--- config.mk ---
export PLATFORM = sky130hd
export DESIGN_NAME = puf_ro_meter
export DESIGN_NICKNAME = d
export VERILOG_FILES = /design/src/rtl/puf_pkg.sv /design/src/rtl/puf_edge_sync.sv /design/src/rtl/puf_ro_meter.sv
export SDC_FILE = /design/constraint.sdc
export NUM_CORES = 1
export LEC_CHECK = 0
export ABC_AREA = 1
export CAP_MARGIN = 15
export CORE_MARGIN = 2
export CORE_UTILIZATION = 35
export DETAILED_ROUTE_END_ITERATION = 7
export SETUP_SLACK_MARGIN = 0.2
export SYNTH_ARGS = -nofsm -noshare
export SYNTH_HDL_FRONTEND = slang
export SYNTH_HIERARCHICAL = 1
export SYNTH_SLANG_ARGS = --single-unit
--- constraint.sdc ---
create_clock -name clk -period 5.4 [get_ports clk]
set_clock_uncertainty 0.1 [all_clocks]
set_input_delay 0.81 -clock clk [delete_from_list [all_inputs] [get_ports clk]]
set_output_delay 0.81 -clock clk [all_outputs]
set_load 0.1 [all_outputs]
--- src/rtl/puf_pkg.sv ---
// Shared types and sizing helpers for the ring-oscillator PUF measurement engine.
package puf_pkg;

    typedef enum logic [1:0] {IDLE, SETTLE, MEASURE, RESULT} state_t;

    function automatic int pair_cnt(input int n);
        return n / 2;
    endfunction

    function automatic longint unsigned cnt_max(input int w);
        return (64'd1 << w) - 64'd1;
    endfunction

endpackage

--- src/rtl/puf_edge_sync.sv ---
// Two-flop synchroniser for one oscillator line plus a one-cycle rising-edge strobe.
module puf_edge_sync (
    input  logic clk,
    input  logic rst_n,
    input  logic ro,
    output logic rise
);

    logic [1:0] r_sync;
    logic       r_prev;

    always_ff @(posedge clk or negedge rst_n) begin
        if (!rst_n) begin
            r_sync <= '0;
            r_prev <= 1'b0;
        end else begin
            r_sync <= {r_sync[0], ro};
            r_prev <= r_sync[1];
        end
    end

    assign rise = r_sync[1] & ~r_prev;

endmodule

--- src/rtl/puf_ro_meter.sv ---
// Ring-oscillator PUF meter: settle, count edges per channel over a window,
// then compare adjacent channel pairs into a response word.
module puf_ro_meter
    import puf_pkg::*;
#(
    parameter int NUM_RO     = 8,
    parameter int CNT_W      = 20,
    parameter int WIN_W      = 20,
    parameter int SETTLE_CYC = 16
) (
    input  logic                        clk,
    input  logic                        rst_n,
    input  logic                        start,
    input  logic [WIN_W-1:0]            win_len,
    input  logic [NUM_RO-1:0]           ro_in,
    output logic                        ro_en,
    output logic                        busy,
    output logic                        done,
    output logic [NUM_RO*CNT_W-1:0]     counts,
    output logic [pair_cnt(NUM_RO)-1:0] response,
    output logic [pair_cnt(NUM_RO)-1:0] tie,
    output logic [NUM_RO-1:0]           sat
);

    localparam int NP    = pair_cnt(NUM_RO);
    localparam int SET_W = $clog2(SETTLE_CYC + 1);
    localparam int TMR_W = (WIN_W > SET_W) ? WIN_W : SET_W;
    localparam logic [CNT_W-1:0] CNT_MAX = CNT_W'(cnt_max(CNT_W));

    state_t                         r_state, w_state_nxt;
    logic [WIN_W-1:0]               r_win;
    logic [TMR_W-1:0]               r_tmr;
    logic                           w_tmr_clr;
    logic                           w_accept;
    logic [NUM_RO-1:0]              w_rise;
    logic [NUM_RO-1:0][CNT_W-1:0]   r_cnt, w_cnt_nxt;
    logic [NUM_RO-1:0]              r_sat, w_sat_nxt;
    logic [NP-1:0]                  r_resp, r_tie, w_resp, w_tie;
    logic                           r_ro_en, r_busy, r_done;

    for (genvar g = 0; g < NUM_RO; g++) begin : g_ch
        puf_edge_sync u_sync (
            .clk  (clk),
            .rst_n(rst_n),
            .ro   (ro_in[g]),
            .rise (w_rise[g])
        );
    end

    assign w_accept = (r_state == IDLE) && start;

    always_comb begin
        w_state_nxt = r_state;
        w_tmr_clr   = 1'b0;
        case (r_state)
            IDLE: begin
                if (start) begin
                    w_state_nxt = SETTLE;
                    w_tmr_clr   = 1'b1;
                end
            end
            SETTLE: begin
                if (r_tmr == TMR_W'(SETTLE_CYC - 1)) begin
                    w_tmr_clr   = 1'b1;
                    w_state_nxt = (r_win == '0) ? RESULT : MEASURE;
                end
            end
            MEASURE: begin
                if (r_tmr + TMR_W'(1) == TMR_W'(r_win)) begin
                    w_tmr_clr   = 1'b1;
                    w_state_nxt = RESULT;
                end
            end
            RESULT:  w_state_nxt = IDLE;
            default: w_state_nxt = IDLE;
        endcase
    end

    // Comparators look at next-cycle counts so the last window edge is included
    // in the response that is latched on entry to RESULT.
    always_comb begin
        w_cnt_nxt = r_cnt;
        w_sat_nxt = r_sat;
        for (int i = 0; i < NUM_RO; i++) begin
            if (r_state == MEASURE && w_rise[i] && r_cnt[i] != CNT_MAX)
                w_cnt_nxt[i] = r_cnt[i] + CNT_W'(1);
            if (w_cnt_nxt[i] == CNT_MAX)
                w_sat_nxt[i] = 1'b1;
        end
        for (int j = 0; j < NP; j++) begin
            w_resp[j] = w_cnt_nxt[2*j] > w_cnt_nxt[2*j+1];
            w_tie[j]  = w_cnt_nxt[2*j] == w_cnt_nxt[2*j+1];
        end
    end

    always_ff @(posedge clk or negedge rst_n) begin
        if (!rst_n) begin
            r_state <= IDLE;
            r_tmr   <= '0;
            r_win   <= '0;
            r_cnt   <= '0;
            r_sat   <= '0;
            r_resp  <= '0;
            r_tie   <= '0;
            r_ro_en <= 1'b0;
            r_busy  <= 1'b0;
            r_done  <= 1'b0;
        end else begin
            r_state <= w_state_nxt;
            r_ro_en <= (w_state_nxt == SETTLE) || (w_state_nxt == MEASURE);
            r_busy  <= (w_state_nxt != IDLE);
            r_done  <= (w_state_nxt == RESULT);
            if (w_tmr_clr)
                r_tmr <= '0;
            else if (r_state != IDLE)
                r_tmr <= r_tmr + TMR_W'(1);
            if (w_accept) begin
                r_win  <= win_len;
                r_cnt  <= '0;
                r_sat  <= '0;
                r_resp <= '0;
                r_tie  <= '0;
            end else begin
                r_cnt <= w_cnt_nxt;
                r_sat <= w_sat_nxt;
                if (w_state_nxt == RESULT && r_state != RESULT) begin
                    r_resp <= w_resp;
                    r_tie  <= w_tie;
                end
            end
        end
    end

    assign ro_en    = r_ro_en;
    assign busy     = r_busy;
    assign done     = r_done;
    assign counts   = r_cnt;
    assign response = r_resp;
    assign tie      = r_tie;
    assign sat      = r_sat;

endmodule

==> results.py <==
metrics = {
    "routing": {
        "dr.pass1.iters": 6,
        "via_count": 16060,
        "postRouteAntennaNets": 0,
        "avgRoutedWirePerCell_um": 15.68,
        "drc": 0,
        "wl_um": 51210,
        "viasPerCell": 4.919,
        "drt_iter0_drc": 1275,
    },
    "pwr": {
        "clockPowerShare": 0.144,
        "internal_power_uw": 5709,
        "irDropWorstVdd_mv": 0.4191,
        "p_leak_uw": 0.009662,
        "power_frac_seq": 0.245,
        "swShare": 0.5813,
        "combinationalPowerShare": 0.612,
        "p_sw_uw": 7925,
        "power_density_mw_per_mm2": 663.3,
        "power_uw": 13630,
    },
    "clock_tree": {
        "clkSinkCount": 245,
        "hold_buffers": 0,
        "root_buffer": "clkbuf_16",
        "clk_pin_slew_ns": 0.06,
        "post_cts_resized": 0,
        "clock_path_buffers": 3,
        "cts_buffers": 31,
        "cts_tree": "yes",
        "insertion_delay_ns": 0.58,
        "post_cts_buffers": 0,
        "htreeDepth": 1,
    },
    "die": {
        "core_area_mm2": 0.04775,
        "dieWidth_um": 224.2,
        "rows": 80,
        "initial_utilization": 0.3553,
        "die_h_um": 224.2,
        "dieArea_mm2": 0.05025,
        "io_pins": 210,
    },
    "timing": {
        "finalHoldViolations": 0,
        "fin_crit_ns": 3.927,
        "setup_tns_ns": 0,
        "final_max_slew_viol_count": 0,
        "setup_viol": 0,
        "worst_pin_slew_ns": 1.113,
        "fmax_mhz": 254.6,
        "slew_headroom": 0.2558,
        "fin_crit_sh": 0.7273,
        "rsz0062_at_grt": "false",
    },
    "worst_setup_path": {
        "criticalPathCategory": "register to register",
        "reg2reg_slack_ns": 1.47,
        "crit_start": "r_tmr[0]",
        "worst-endpoint-required_ns": 5.82,
        "reg2reg_to": "response[3]",
        "path_max_fanout": 5,
        "r2r_cells": 22,
        "setup.worst_path.end": "response[3]",
        "arrival_ns": 4.35,
        "rr_startpoint": "r_tmr[0]",
        "crit_path_end_kind": "register",
        "crit_path_start_kind": "register",
    },
    "synth": {
        "syn_nets": 2555,
        "yosysTopAreaCell": "dfrtp_1",
        "synth-async-reset-ratio": 1.000,
        "synth-edff-count": 0,
        "syn_area_per_cell_um2": 6.970,
        "synth_seq_cells": 245,
        "ys_types": 49,
        "yosysTopAreaCellShare": 0.3614,
        "syn_area_mm2": 0.01697,
        "yosys-top-cells-area": "dfrtp_1 36%, nand2_1 14%, nor2_1 9.2%",
        "netlist_instances": 2434,
        "yosysSeqAreaShare": 0.3614,
        "synth_flop_cell": "dfrtp_1",
        "ys_warn_count": 6,
    },
    "global_route": {
        "grtUsageTotal": 0.2026,
        "grt_antenna_before_repair": 1,
        "grt_pass1_vias": 15680,
        "grt_overflow_total": 0,
        "grt_pass1_wl_um": 82700,
        "grt_max_degree": 113,
    },
    "finish": {
        "area_growth_pct": 21.16,
        "drive_above_1_share": 0.05168,
        "layout.cells.non_filler": 3266,
        "fin_util": 0.4305,
        "fin_nets": 2753,
        "diodes": 0,
        "postLayoutCellArea_mm2": 0.02055,
    },
    "placed_design": {
        "hpwl_um": 38820,
        "placed_cell_area_mm2": 0.01962,
        "routabilityCongestion": 0.9243,
        "dp_cells": 3214,
        "port_buffers": 209,
    },
    "run": {
        "max-cap-violations": 0,
    },
    "hold_path": {
        "hold_path.class": "primary input to async pin",
    },
    "status": {
        "status": "completed",
    },
}
==> power groups by stage <==
stage	logic, uW	clock network [uW]	registers, uW
floorplan	2810	0	6650
global route	8980	2110	3430
global placement	8250	0	3350
finish	8340	1960	3340
CTS	8390	2030	3330
detailed placement	8350	0	3350
==> Yosys cell counts (24+ instances only) <==
cell type / count
xor2_1: 122
nand3_1: 120
ha_1: 90
o21ai_0: 94
nor2_2: 24
a21oi_1: 57
nand2_1: 647
inv_1: 323
nor3_1: 72
dfrtp_1: 245
nor2_1: 415
nand4_1: 43
==> cells by family after synthesis <==
group           synth area share
simple gates              0.3409
xor+xnor                 0.07515
compound gates           0.06431
fa+ha+maj                0.06638
flops                     0.3614
mux                    0.0005900
buf+inv                  0.09130
==> registers in the layout, summed over array words and instances (netlist names), 2 cells and up <==
name	count
r_state	2
r_win	20
r_tmr	20
g_ch.u_sync/r_prev	8
tie	4
g_ch.u_sync/r_sync	16
sat	8
counts	160
response	4
==> layout make-up <==
type / instances / area (um^2)
multi-input cells: 1804 / 9290
fillers: 4992 / 27190
repair buffers: 214 / 2160
flip-flops and latches: 245 / 6131
clock buffers: 49 / 923.4
inverters: 336 / 1266
well taps: 615 / 769.5
clock inverters: 3 / 15.01
==> routing by layer <==
layer / routed length [um] / up-vias / GRT usage
met5: 13 / - / 0
met4: 1289 / 2 / 0.05570
met3: 2933 / 89 / 0.03187
met2: 23510 / 449 / 0.3335
met1: 23460 / 7489 / 0.2759
li1: - / 8035 / -
==> through the flow <==
| step | hold WS (ns) | setup WS [ns] |
|---|---|---|
| 2_1_floorplan | 0.2312 | 1.594 |
| 3_3_place_gp | 0.2345 | 1.207 |
| 3_5_place_dp | 0.2363 | 1.209 |
| 4_1_cts | 0.2494 | 1.250 |
| 5_1_grt | 0.2574 | 0.9378 |
| 6_report | 0.2007 | 1.473 |
==> how the worst min path moves through the flow <==
| stage | slack (ns) | startpoint | cells after the start | to |
|---|---|---|---|---|
| after CTS | 0.25 | rst_n | 1 | counts[133] |
| final | 0.20 | rst_n | 1 | counts[133] |
| after global placement | 0.23 | g_ch[6].u_sync/r_sync[0] | 0 | g_ch[6].u_sync/r_sync[1] |
| after detailed placement | 0.24 | g_ch[7].u_sync/r_sync[0] | 0 | g_ch[7].u_sync/r_sync[1] |
| after global routing | 0.26 | rst_n | 1 | counts[133] |
| after floorplan | 0.23 | g_ch[0].u_sync/r_sync[0] | 0 | g_ch[0].u_sync/r_sync[1] |
==> layout by cell type, fill, tap and decap left out, types with 4 or more instances in the layout <==
cell type and n:
nand2_1 647, nor2_1 415, inv_1 322, dfrtp_1 245
clkdlybuf4s50_1 208, xor2_1 122, nand3_1 120, o21ai_0 94
ha_1 90, nor3_1 71, a21oi_1 57, nand4_1 43
clkbuf_16 31, nor2_2 24, xnor2_1 21, nand2_2 14
o21ai_1 13, inv_2 12, o21ai_2 10, clkbuf_1 10
nor3_2 8, nor4_1 8, clkbuf_8 8, or2_2 6
a211oi_1 6, nand3b_1 4
==> worst max-delay path: stages (launching register included) <==
cell     delay, ns
dfrtp_1       0.43
ha_1          0.26
nand2_1       0.13
nor3_4        0.25
nand2_2       0.14
nor2_4        0.15
nand2_1       0.07
nand2_1       0.08
nand2_2       0.07
xor2_1        0.13
nand2_1       0.09
nor2_2        0.12
nand2_2       0.12
nand3_1       0.09
nand2_1       0.07
inv_1         0.10
ha_1          0.16
o21ai_0       0.10
nor2_1        0.56
inv_1         0.36
nor2_1        0.18
nand2_1       0.06
nand2_1       0.05
Note: power is estimated with default switching activity, not from simulation.
